==> config.mk <==
export PLATFORM = sky130hd
export DESIGN_NAME = systolic_feeder
export DESIGN_NICKNAME = d
export VERILOG_FILES = /design/src/rtl/systolic_pkg.sv /design/src/rtl/systolic_feeder_skew_line.sv /design/src/rtl/systolic_feeder.sv
export SDC_FILE = /design/constraint.sdc
export NUM_CORES = 1
export LEC_CHECK = 0
export BUFFER_PORTS_ARGS = -buffer_cell sky130_fd_sc_hd__buf_2
export CORE_MARGIN = 2
export CORE_UTILIZATION = 31
export DETAILED_ROUTE_END_ITERATION = 8
export SYNTH_ARGS = -nofsm -noshare
export SYNTH_HDL_FRONTEND = slang
export SYNTH_SLANG_ARGS = --single-unit
==> constraint.sdc <==
create_clock -name clk -period 5.55 [get_ports clk]
set_input_delay 1.665 -clock clk [delete_from_list [all_inputs] [get_ports clk]]
set_output_delay 1.665 -clock clk [all_outputs]
set_load 0.1 [all_outputs]
==> src/rtl/systolic_pkg.sv <==
// systolic_pkg: shared widths, default array size and feeder state enum for the systolic MAC array
package systolic_pkg;
  localparam int N_DEF  = 4;
  localparam int A_W    = 8;
  localparam int LEFT_W = 9;
  localparam int TOP_W  = 8;
  localparam int ACC_W  = 32;
  typedef enum logic [2:0] {IDLE, CLEAR, FETCH, FLUSH, DONE} feeder_state_e;
  function automatic logic [LEFT_W-1:0] sext_a(input logic [A_W-1:0] a);
    return {a[A_W-1], a};
  endfunction
endpackage

==> src/rtl/systolic_feeder_skew_line.sv <==
// skew_line: D-stage register delay line with sync reset, pass-through when D=0
//   clk, reset : clock, synchronous active-high reset (zeroes every stage)
//   d_i        : W-bit input
//   q_o        : d_i delayed by D cycles
module skew_line #(
  parameter int W = 8,
  parameter int D = 1
) (
  input  logic         clk,
  input  logic         reset,
  input  logic [W-1:0] d_i,
  output logic [W-1:0] q_o
);
  if (D == 0) begin : g_pass
    logic unused_cr;
    assign unused_cr = clk ^ reset;
    assign q_o = d_i;
  end else begin : g_reg
    logic [W-1:0] r_q [D];
    always_ff @(posedge clk) begin
      if (reset) begin
        for (int s = 0; s < D; s++) r_q[s] <= '0;
      end else begin
        r_q[0] <= d_i;
        for (int s = 1; s < D; s++) r_q[s] <= r_q[s-1];
      end
    end
    assign q_o = r_q[D-1];
  end
endmodule

==> src/rtl/systolic_feeder.sv <==
// systolic_feeder: fetches K operand words and skews them onto the left/top edges of an NxN systolic array
//   clk, reset            : clock, synchronous active-high reset
//   start, k_len          : begin a tile of depth k_len (sampled in IDLE only)
//   input_offset          : signed offset added to A lanes (only with FEEDER_OFFSET_EN defined)
//   buf_rd_o, buf_addr_o  : shared A/B buffer read strobe and address
//   a_data_i, b_data_i    : buffer data, valid one cycle after the read
//   pe_rst_o              : accumulator clear to all PEs
//   left_o, top_o         : skewed edge operands, lane i delayed by i cycles
//   busy, done            : tile in progress, one-cycle completion pulse
// Build option: FEEDER_OFFSET_EN enables the A-lane offset adder.
module systolic_feeder
  import systolic_pkg::*;
#(
  parameter int N  = N_DEF,
  parameter int KW = 16,
  parameter int AW = 16
) (
  input  logic                si_dummy_unused_never = 1'b0,
  input  logic                clk,
  input  logic                reset,
  input  logic                start,
  input  logic [KW-1:0]       k_len,
  input  logic [LEFT_W-1:0]   input_offset,
  output logic                buf_rd_o,
  output logic [AW-1:0]       buf_addr_o,
  input  logic [N*A_W-1:0]    a_data_i,
  input  logic [N*TOP_W-1:0]  b_data_i,
  output logic                pe_rst_o,
  output logic [N*LEFT_W-1:0] left_o,
  output logic [N*TOP_W-1:0]  top_o,
  output logic                busy,
  output logic                done
);
  feeder_state_e state_q, state_d;
  logic [KW-1:0] cnt_q, cnt_d, k_q;
  logic rd_q;
  logic [N*LEFT_W-1:0] a_q, a_d;
  logic [N*TOP_W-1:0] b_q, b_d;
  logic take;
  assign take = (state_q == IDLE) && start;
  always_ff @(posedge clk) begin
    if (reset) begin
      state_q <= IDLE;
      cnt_q   <= '0;
    end else begin
      state_q <= state_d;
      cnt_q   <= cnt_d;
    end
  end
  // cnt_q restarts at 0 on every state change, so it indexes k in FETCH and flush cycles in FLUSH
  always_comb begin
    state_d = state_q == IDLE  ? (start ? CLEAR : IDLE) :
              state_q == CLEAR ? (k_q == '0 ? DONE : FETCH) :
              state_q == FETCH ? (cnt_q == k_q - KW'(1) ? FLUSH : FETCH) :
              state_q == FLUSH ? (cnt_q == KW'(2*N-1) ? DONE : FLUSH) : IDLE;
    cnt_d = state_d == state_q ? cnt_q + KW'(1) : '0;
  end
  always_comb begin
    buf_rd_o   = state_q == FETCH;
    buf_addr_o = buf_rd_o ? AW'(cnt_q) : '0;
    pe_rst_o   = state_q == CLEAR;
    busy       = state_q != IDLE;
    done       = state_q == DONE;
  end
  always_ff @(posedge clk) begin
    if (reset) begin
      k_q  <= '0;
      rd_q <= 1'b0;
      a_q  <= '0;
      b_q  <= '0;
    end else begin
      if (take) k_q <= k_len;
      rd_q <= buf_rd_o;
      a_q  <= a_d;
      b_q  <= b_d;
    end
  end
`ifdef FEEDER_OFFSET_EN
  logic [LEFT_W-1:0] off_q;
  always_ff @(posedge clk) begin
    if (reset) off_q <= '0;
    else if (take) off_q <= input_offset;
  end
`else
  logic unused_off;
  assign unused_off = ^input_offset;
`endif
  genvar i;
  for (i = 0; i < N; i++) begin : g_lane
    logic [LEFT_W-1:0] a_ext;
`ifdef FEEDER_OFFSET_EN
    assign a_ext = sext_a(a_data_i[i*A_W +: A_W]) + off_q;
`else
    assign a_ext = sext_a(a_data_i[i*A_W +: A_W]);
`endif
    // slots without a read one cycle earlier carry zero so PEs accumulate nothing
    assign a_d[i*LEFT_W +: LEFT_W] = rd_q ? a_ext : '0;
    assign b_d[i*TOP_W +: TOP_W]   = rd_q ? b_data_i[i*TOP_W +: TOP_W] : '0;
    skew_line #(.W(LEFT_W), .D(i)) u_left (
      .clk(clk), .reset(reset),
      .d_i(a_q[i*LEFT_W +: LEFT_W]), .q_o(left_o[i*LEFT_W +: LEFT_W])
    );
    skew_line #(.W(TOP_W), .D(i)) u_top (
      .clk(clk), .reset(reset),
      .d_i(b_q[i*TOP_W +: TOP_W]), .q_o(top_o[i*TOP_W +: TOP_W])
    );
  end
  logic unused_si;
  assign unused_si = si_dummy_unused_never;
endmodule

==> results.json, run 1 <==
{
  "synthXorXnorAreaFrac_pct": 4.68,
  "synthMuxAreaShare_pct": 0.145,
  "dr_total_vias": 4425,
  "critPathLaunchType": "flop",
  "status": "complete, no violations",
  "initialDrtViolationCount": 145,
  "overflow": 0,
  "port_buffers": 170,
  "synth.most_common_cell": "dfxtp_1",
  "numCtsBuffers": 17,
  "netSwitchingFraction_pct": 29.9,
  "yosys.area.top_type": "dfxtp_1",
  "drcViolationCount": 0,
  "synth_cell_types": 52,
  "postCtsSetupBuffers": 0,
  "dp_slack_ns": 2.09,
  "clock_power_share_pct": 37.8,
  "pwr-share-comb_pct": 14.3,
  "p_int_mw": 2.20,
  "finalWirelength_um": 12700,
  "netSwitchingPower_uw": 940,
  "fmax_ghz": 0.254,
  "cts_resized": 0,
  "cap_violations": 0,
  "powerDensity_nw_per_um2": 386,
  "period_needed_ns": 3.93,
  "setup_ws_ns": 1.62,
  "synth_commonest_cells": "196 x dfxtp_1, 99 x nor2b_1, 81 x and2_1, 55 x buf_4, 47 x nand2_1",
  "rsz0062_at_grt": "no",
  "crit_slowest_cell": "nor3b_2",
  "hp-start": "b_q[23]",
  "synth-seq-cells": 196,
  "clock_latency_ns": 0.42,
  "synth_area_per_cell_um2": 10.4,
  "worstPathMaxFanout": 17,
  "seqPwrFrac_pct": 47.8,
  "fin_skew_ns": 0.0115,
  "cts_root_buf": "clkbuf_16",
  "drv_slew": 0,
  "timing.final.crit_share_pct": 70.8,
  "yosysTopAreaCellShare_pct": 56.9,
  "area_growth_pct": 18.2,
  "rows": 54,
  "reg2regPathDepth": 6,
  "avgRoutedWirePerCell_um": 12.0,
  "startpoint": "state_q[1]",
  "grt_usage_pct": 11.2,
  "synthCells": 663,
  "synth-simple-area-share_pct": 26.7,
  "whs_ns": 0.433,
  "viasPerCell": 4.18,
  "endpoint_kind": "output port",
  "synthesis.area_um2": 6900,
  "fin_nets": 861,
  "htree_levels": 4,
  "slowest_delay_ns": 0.76,
  "io_pins": 181,
  "clockBufferDepth": 2,
  "synthAdderAreaFrac_pct": 0.363,
  "grt_pass1_vias": 4231,
  "yosys-top-cells-area": "dfxtp_1 57%, nor2b_1 9.0%, and2_1 7.3%",
  "yosysWarnings": 0,
  "synth_top_family_by_area": "simple AND/OR/NAND/NOR gates",
  "r2r_start": "state_q[1]",
  "tightest_slew_ns": 1.20,
  "required_ns": 3.88,
  "die-height_um": 153,
  "die_width_um": 153,
  "clk_pin_slew_ns": 0.07,
  "cts.sinks": 196,
  "dieArea_um2": 23500,
  "synth_compound_area_share_pct": 2.94,
  "crit_arrival_ns": 2.27,
  "drive_gt1_share_pct": 28.4,
  "cts_tree": "yes",
  "antenna_found_initial": 0,
  "worstSetupPathType": "reg2out",
  "globalplace.congestion": 0.782,
  "grt_pass1_wl_um": 21500,
  "n_antenna_cell": 0,
  "ant_nets": 0,
  "hold_depth": 1,
  "timing_hold_violations_final": 0,
  "hpwl_um": 8860,
  "ys.flop_type": "dfxtp_1",
  "synth-edff-count": 0,
  "start_util_pct": 31.6,
  "syn-num-nets": 758,
  "first_pass_iters": 4,
  "power.leakage_nw": 3.56,
  "setup_viol": 0,
  "crit_chain": "nor3b_2, and2_1, buf_2",
  "core_region_area_um2": 21800,
  "vdd_drop_max_mv": 0.173,
  "tns_ns": 0,
  "min_path_type": "reg2reg",
  "slew_headroom_pct": 19.3,
  "cts_hold_buf": 0,
  "synthArstFlopShare_pct": 0,
  "grt_max_degree": 73,
  "ys_seq_area_share_pct": 56.9
}
cell usage in the layout (no fill, tap or decap), types with 4 or more instances in the layout:
cell	count
xor2_1	17
nor4_1	4
nand2_1	47
nand4_1	10
inv_1	4
clkbuf_16	17
buf_2	169
nor3b_1	4
dfxtp_1	196
nor3_2	11
nor3_1	14
a21oi_1	16
nor2_1	10
nand3_1	7
nor2b_1	98
xnor2_1	18
clkinv_8	4
and2_1	81
power by group through the flow:
stage                     Sequential, mW  Combinational [mW]  Clock [mW]
after floorplan                     1.54               0.359           0
after global placement              1.54               0.450           0
after detailed placement            1.54               0.454           0
after CTS                           1.50               0.456        1.23
after global routing                1.51               0.493        1.30
final                               1.50               0.451        1.19
metrics by stage:
| stage | total power [mW] | instance area, um2 | util, % | cells |
|---|---|---|---|---|
| after detailed placement | 1.99 | 7560 | 34.7 | 1027 |
| final | 3.14 | 8150 | 37.3 | 1058 |
| after floorplan | 1.90 | 6900 | - | 663 |
| after CTS | 3.19 | 8150 | 37.3 | 1058 |
| after global placement | 1.99 | 7560 | 34.7 | 1027 |
| after global routing | 3.30 | 8150 | 37.3 | 1058 |
critical path: cells and delay by family (launching register included):
family	cells	cell delay (ns)
and+or+nand+nor	2	0.98
buffers and inverters	1	0.42
DFF	1	0.44
flip-flops by register name, indices dropped and copies added (netlist names):
signal                   cells
cnt_q                       16
state_q                      3
g_lane.u_left.g_reg.r_q     48
a_q                         32
g_lane.u_top.g_reg.r_q      48
rd_q                         1
k_q                         16
b_q                         32
final timing paths:
path	to	slack, ns
hold reg to reg	g_lane[2].u_top.g_reg.r_q[0][7]	0.43
hold / removal	g_lane[2].u_top.g_reg.r_q[0][7]	0.43
setup / recovery	buf_addr_o[0]	1.62
setup reg to reg	cnt_q[1]	2.23
per-layer routing:
layer	vias up	GRT usage (%)	part of all wire, %
li1	2276	-	-
met1	2013	14.4	46
met4	0	3.92	1.9
met2	122	17.7	45
met5	-	0	0
met3	14	3.91	6.3
area by class of cell:
type / instances / area (um2)
Fill cell: 2226 / 13700
Sequential cell: 196 / 3920
Multi-Input combinational cell: 375 / 2410
Timing Repair Buffer: 172 / 868
Clock buffer: 17 / 425
Tap cell: 280 / 350
Clock inverter: 14 / 160
Inverter: 4 / 15.0
cell families after synthesis:
kind of cell / after synthesis
xor+xnor: 36
buf+inv: 92
compound gates: 32
simple gates: 304
fa+ha+maj: 2
mux: 1
flops: 196
Power figures use the tool's default switching activity.
==> inputs of run 2 (changes only) <==
==> constraint.sdc (replaced) <==
create_clock -name clk -period 3.45 [get_ports clk]
set_input_delay 1.035 -clock clk [delete_from_list [all_inputs] [get_ports clk]]
set_output_delay 1.035 -clock clk [all_outputs]
set_load 0.1 [all_outputs]
==> run 2 against run 1 <==
Net effect: register-to-register slack got worse by 1.5 ns; first-iteration DRC count up 0.69%; clock skew increased by 0.0030 ns; worst setup slack got worse by 1.1 ns; clock-buffer cell count rose by 1; sequential share of layout area shrank 0.58 points; global-route usage fell by 0.051 points; highest routed layer is now met5.
==> results.json, run 2 (same netlist as run 1, synthesis figures left out) <==
{
  "status": "complete, no violations",
  "cts_root_buf": "clkbuf_16",
  "critPathLaunchType": "flop",
  "drcViolationCount": 0,
  "period_needed_ns": 2.89,
  "p_int_mw": 3.72,
  "grt_usage_pct": 11.2,
  "die-height_um": 153,
  "crit_chain": "nor3b_2, buf_4, and2_1, buf_2",
  "slowest_delay_ns": 0.45,
  "die_width_um": 153,
  "final_cell_mix": "196 x dfxtp_1, 169 x buf_2, 98 x nor2b_1",
  "timing_hold_violations_final": 0,
  "cp_num_buf_inv": 2,
  "final_common_cell": "dfxtp_1",
  "rsz0062_at_grt": "no",
  "postCtsSetupBuffers": 0,
  "clockBufferDepth": 2,
  "cts_hold_buf": 0,
  "fin_skew_ns": 0.0145,
  "clock_latency_ns": 0.43,
  "grt_pass1_wl_um": 21000,
  "endpoint_kind": "output port",
  "hpwl_um": 9100,
  "worstPathMaxFanout": 17,
  "overflow": 0,
  "start_util_pct": 31.6,
  "numCtsBuffers": 17,
  "rows": 54,
  "cap_violations": 0,
  "dieArea_um2": 23500,
  "pwr-share-comb_pct": 14.0,
  "clock_power_share_pct": 39.8,
  "timing.final.crit_share_pct": 83.7,
  "cts_resized": 0,
  "tightest_slew_ns": 0.923,
  "grt_max_degree": 65,
  "min_path_type": "reg2reg",
  "cts.sinks": 196,
  "slew_headroom_pct": 37.9,
  "powerDensity_nw_per_um2": 636,
  "ant_nets": 0,
  "cpLargestDelayFamily": "buffers and inverters",
  "initialDrtViolationCount": 146,
  "finalWirelength_um": 13000,
  "avgRoutedWirePerCell_um": 12.2,
  "seqPwrFrac_pct": 46.2,
  "power.leakage_nw": 3.61,
  "grt_pass1_vias": 4214,
  "netSwitchingPower_mw": 1.52,
  "fin_area_um2": 8250,
  "viasPerCell": 4.18,
  "setup_viol": 0,
  "htree_levels": 4,
  "core_region_area_um2": 21800,
  "place_area_um2": 7600,
  "antenna_found_initial": 1,
  "dr_total_vias": 4444,
  "drv_slew": 0,
  "worstSetupPathType": "reg2out",
  "required_ns": 2.41,
  "vdd_drop_max_mv": 0.270,
  "crit_arrival_ns": 1.85,
  "first_pass_iters": 4,
  "crit_slowest_cell": "dfxtp_1",
  "cts_tree": "yes",
  "clk_pin_slew_ns": 0.07,
  "fmax_ghz": 0.346,
  "port_buffers": 170,
  "tns_ns": 0,
  "io_pins": 181,
  "netSwitchingFraction_pct": 29.0,
  "fin_nets": 865,
  "globalplace.congestion": 0.764,
  "n_antenna_cell": 0,
  "largestRegisters": "g_lane.u_left.g_reg.r_q (48), g_lane.u_top.g_reg.r_q (48)",
  "drive_gt1_share_pct": 29.1,
  "area_growth_pct": 19.6
}
-- run 2: changes by cell type in the layout (fill, tap and decap cells not counted), sizes merged --
| cell | delta |
|---|---|
| buf | +4 |
| bufinv | +2 |
| clkbuf | +1 |
| clkinv | -2 |
-- run 2: power groups by stage --
stage | logic [mW] | clock network (mW) | registers [mW]
floorplan | 0.580 | 0 | 2.48
global placement | 0.735 | 0 | 2.47
detailed placement | 0.739 | 0 | 2.47
CTS | 0.741 | 2.15 | 2.42
global route | 0.805 | 2.26 | 2.43
finish | 0.735 | 2.09 | 2.42
-- run 2: worst paths after layout --
check | from | endpoint | slack (ns) | cells after the start
hold reg to reg | b_q[10] | g_lane[1].u_top.g_reg.r_q[0][2] | 0.44 | 1
hold / removal | b_q[10] | g_lane[1].u_top.g_reg.r_q[0][2] | 0.44 | 1
setup / recovery | state_q[1] | buf_addr_o[2] | 0.56 | 4
setup reg to reg | k_q[0] | cnt_q[3] | 0.77 | 9
-- run 2: per-layer routing --
| layer | track usage, % | part of all wire [%] | wire length (um) | vias to the layer above |
|---|---|---|---|---|
| met5 | 0 | 0.10 | 13 | - |
| met4 | 4.89 | 2.0 | 263 | 2 |
| met3 | 3.91 | 5.3 | 689 | 18 |
| met2 | 17.6 | 46 | 5970 | 114 |
| met1 | 13.9 | 46 | 6010 | 2030 |
| li1 | - | - | - | 2280 |
-- run 2: layout make-up --
type / count / area (um2)
well taps: 280 / 350
repair buffers: 176 / 898
clock inverters: 14 / 206
flip-flops and latches: 196 / 3920
clock buffers: 18 / 439
multi-input cells: 375 / 2420
fillers: 2259 / 13600
inverters: 4 / 15.0
-- run 2: worst reg2reg max path: stages, from the launching register on --
cell and delay (ns):
dfxtp_1 0.36, inv_1 0.07, ha_1 0.23, nor3b_1 0.57, nand2_1 0.15, o311a_1 0.35, o2111ai_1 0.37, nor4_4 0.05
buf_4 0.24, nor3_1 0.19
-- run 2: through the flow --
stage / instances / worst slack, ns / total power [mW] / utilization, % / hold WS [ns]
finish: 1063 / 0.564 / 5.24 / 37.8 / 0.436
global route: 1063 / 0.438 / 5.50 / 37.8 / 0.449
CTS: 1063 / 0.541 / 5.32 / 37.8 / 0.439
detailed placement: 1031 / 0.832 / 3.21 / 34.8 / 0.422
global placement: 1031 / 0.871 / 3.21 / 34.8 / 0.416
floorplan: 663 / 0.298 / 3.06 / - / 0.414
==> inputs of run 3 (changes only) <==
==> constraint.sdc (replaced) <==
create_clock -name clk -period 2.4 [get_ports clk]
set_input_delay 0.72 -clock clk [delete_from_list [all_inputs] [get_ports clk]]
set_output_delay 0.72 -clock clk [all_outputs]
set_load 0.1 [all_outputs]
==> run 3 against run 2 <==
Net effect: the run now ends with setup timing left; sequential share of layout area is 2.3 points lower; clock skew is 0.00090 ns lower; hold slack worse by 0.0017 ns; die area stayed put; utilization is 2.1 points higher; critical path type is now reg2reg; flip-flop and latch count stayed put; register-to-register slack worse by 0.79 ns; non-clock buffer count is 18 higher.
==> results.json, run 3 (same netlist as run 1, synthesis figures left out) <==
{
  "status": "finished with violations",
  "violations": "setup timing",
  "worstPathMaxFanout": 8,
  "port_buffers": 170,
  "min_path_type": "reg2reg",
  "fmax_ghz": 0.414,
  "grt_usage_pct": 11.7,
  "slowest_delay_ns": 0.39,
  "period_needed_ns": 2.42,
  "crit_arrival_ns": 2.73,
  "tns_ns": -0.122,
  "dr_total_vias": 4467,
  "rows": 54,
  "clk_pin_slew_ns": 0.08,
  "fin_cells": 1080,
  "antenna_found_initial": 0,
  "worstSetupPathType": "reg2reg",
  "overflow": 0,
  "n_antenna_cell": 0,
  "cts.sinks": 196,
  "crit_slowest_cell": "or3b_4",
  "rsz0062_at_grt": "yes",
  "drcViolationCount": 0,
  "timing_hold_violations_final": 0,
  "clock_latency_ns": 0.42,
  "dp.cells": 1043,
  "drive_gt1_share_pct": 33.4,
  "whs_ns": 0.434,
  "largestRegisters": "g_lane.u_left.g_reg.r_q (48), g_lane.u_top.g_reg.r_q (48)",
  "dieArea_um2": 23500,
  "final_cell_mix": "191 x dfxtp_1, 152 x buf_2, 98 x nor2b_1",
  "finalWirelength_um": 13400,
  "hp-start": "g_lane[3].u_left.g_reg.r_q[0][5]",
  "numCtsBuffers": 17,
  "globalplace.congestion": 0.807,
  "setup_ws_ns": -0.0183,
  "startpoint": "k_q[0]",
  "drv_slew": 0,
  "ant_nets": 0,
  "cpMostUsedCell": "buf_4",
  "tightest_slew_ns": 0.597,
  "die-height_um": 153,
  "r2r_start": "k_q[0]",
  "utilization_pct": 39.9,
  "final_common_cell": "dfxtp_1",
  "timing.final.crit_share_pct": 101,
  "powerDensity_nw_per_um2": 859,
  "reg2regPathDepth": 11,
  "cts_tree": "yes",
  "clockBufferDepth": 2,
  "vdd_drop_max_mv": 0.417,
  "fin_nets": 883,
  "critPathLaunchType": "flop",
  "fin_skew_ns": 0.0136,
  "required_ns": 2.71,
  "htree_levels": 4,
  "io_pins": 181,
  "first_pass_iters": 5,
  "hpwl_um": 9430,
  "hold_depth": 1,
  "power.leakage_nw": 3.75,
  "core_region_area_um2": 21800,
  "viasPerCell": 4.14,
  "grt_pass1_wl_um": 22000,
  "initialDrtViolationCount": 199,
  "dp_slack_ns": 0.0150,
  "grt_pass1_vias": 4412,
  "die_width_um": 153,
  "endpoint_kind": "flop",
  "setup_viol": 8,
  "avgRoutedWirePerCell_um": 12.4,
  "nFillCells": 2179,
  "start_util_pct": 31.6,
  "area_growth_pct": 26.2,
  "grt_max_degree": 65,
  "crit_chain": "inv_2, ha_4, or3b_4, o31ai_2, o311a_1, o2111ai_2, buf_4, nor4_4, buf_4, clkbuf_16, nor3_2",
  "cap_violations": 0,
  "slew_headroom_pct": 60.1,
  "cts_root_buf": "clkbuf_16"
}
## run 3: cell type report
type,count,area [um2],area share (%)
multi-input cells,375,2470,28.4
repair buffers,194,1340,15.4
well taps,280,350,4.02
inverters,4,17.5,0.201
clock inverters,13,146,1.68
clock buffers,18,439,5.05
flip-flops and latches,196,3940,45.3
## run 3: final timing paths
| check | slack (ns) | end |
|---|---|---|
| worst max-delay path | -0.02 | cnt_q[7] |
| worst min-delay path | 0.43 | g_lane[3].u_left.g_reg.r_q[0][14] |
| worst max register to register | -0.02 | cnt_q[7] |
| worst min register to register | 0.43 | g_lane[3].u_left.g_reg.r_q[0][14] |
## run 3: critical path, delay by kind of cell (launching register included)
kind	cells	cell delay, ns
and+or+nand+nor	3	0.66
buffers and inverters	4	0.58
AOI/OAI and AO/OA	3	0.58
DFF	1	0.36
adders and majority gates	1	0.12
## run 3: per-stage QoR
stage	power [mW]	area [um2]
2_1_floorplan	4.40	6920
3_3_place_gp	4.72	7980
3_5_place_dp	4.73	7980
4_1_cts	7.52	8580
5_1_grt	7.84	8700
6_report	7.47	8700
## run 3: power breakdown
| group | switching (mW) | internal [mW] |
|---|---|---|
| Combinational | 0.762 | 0.471 |
| Clock | 1.26 | 1.49 |
| Sequential | 0.102 | 3.38 |
## run 3: per-layer routing
| layer | vias to the layer above | routed length (um) | GRT usage [%] |
|---|---|---|---|
| li1 | 2307 | - | - |
| met5 | - | 0 | 0 |
| met2 | 111 | 6240 | 18.9 |
| met1 | 2041 | 6170 | 14.3 |
| met4 | 0 | 206 | 4.23 |
| met3 | 8 | 778 | 4.25 |
## run 3: timing repair
item,CTS,global route
gates resized for setup,4,19
hold buffers,0,0
setup endpoints to repair,21,32
pin swaps,3,5
setup buffers,0,5
gates cloned,0,1
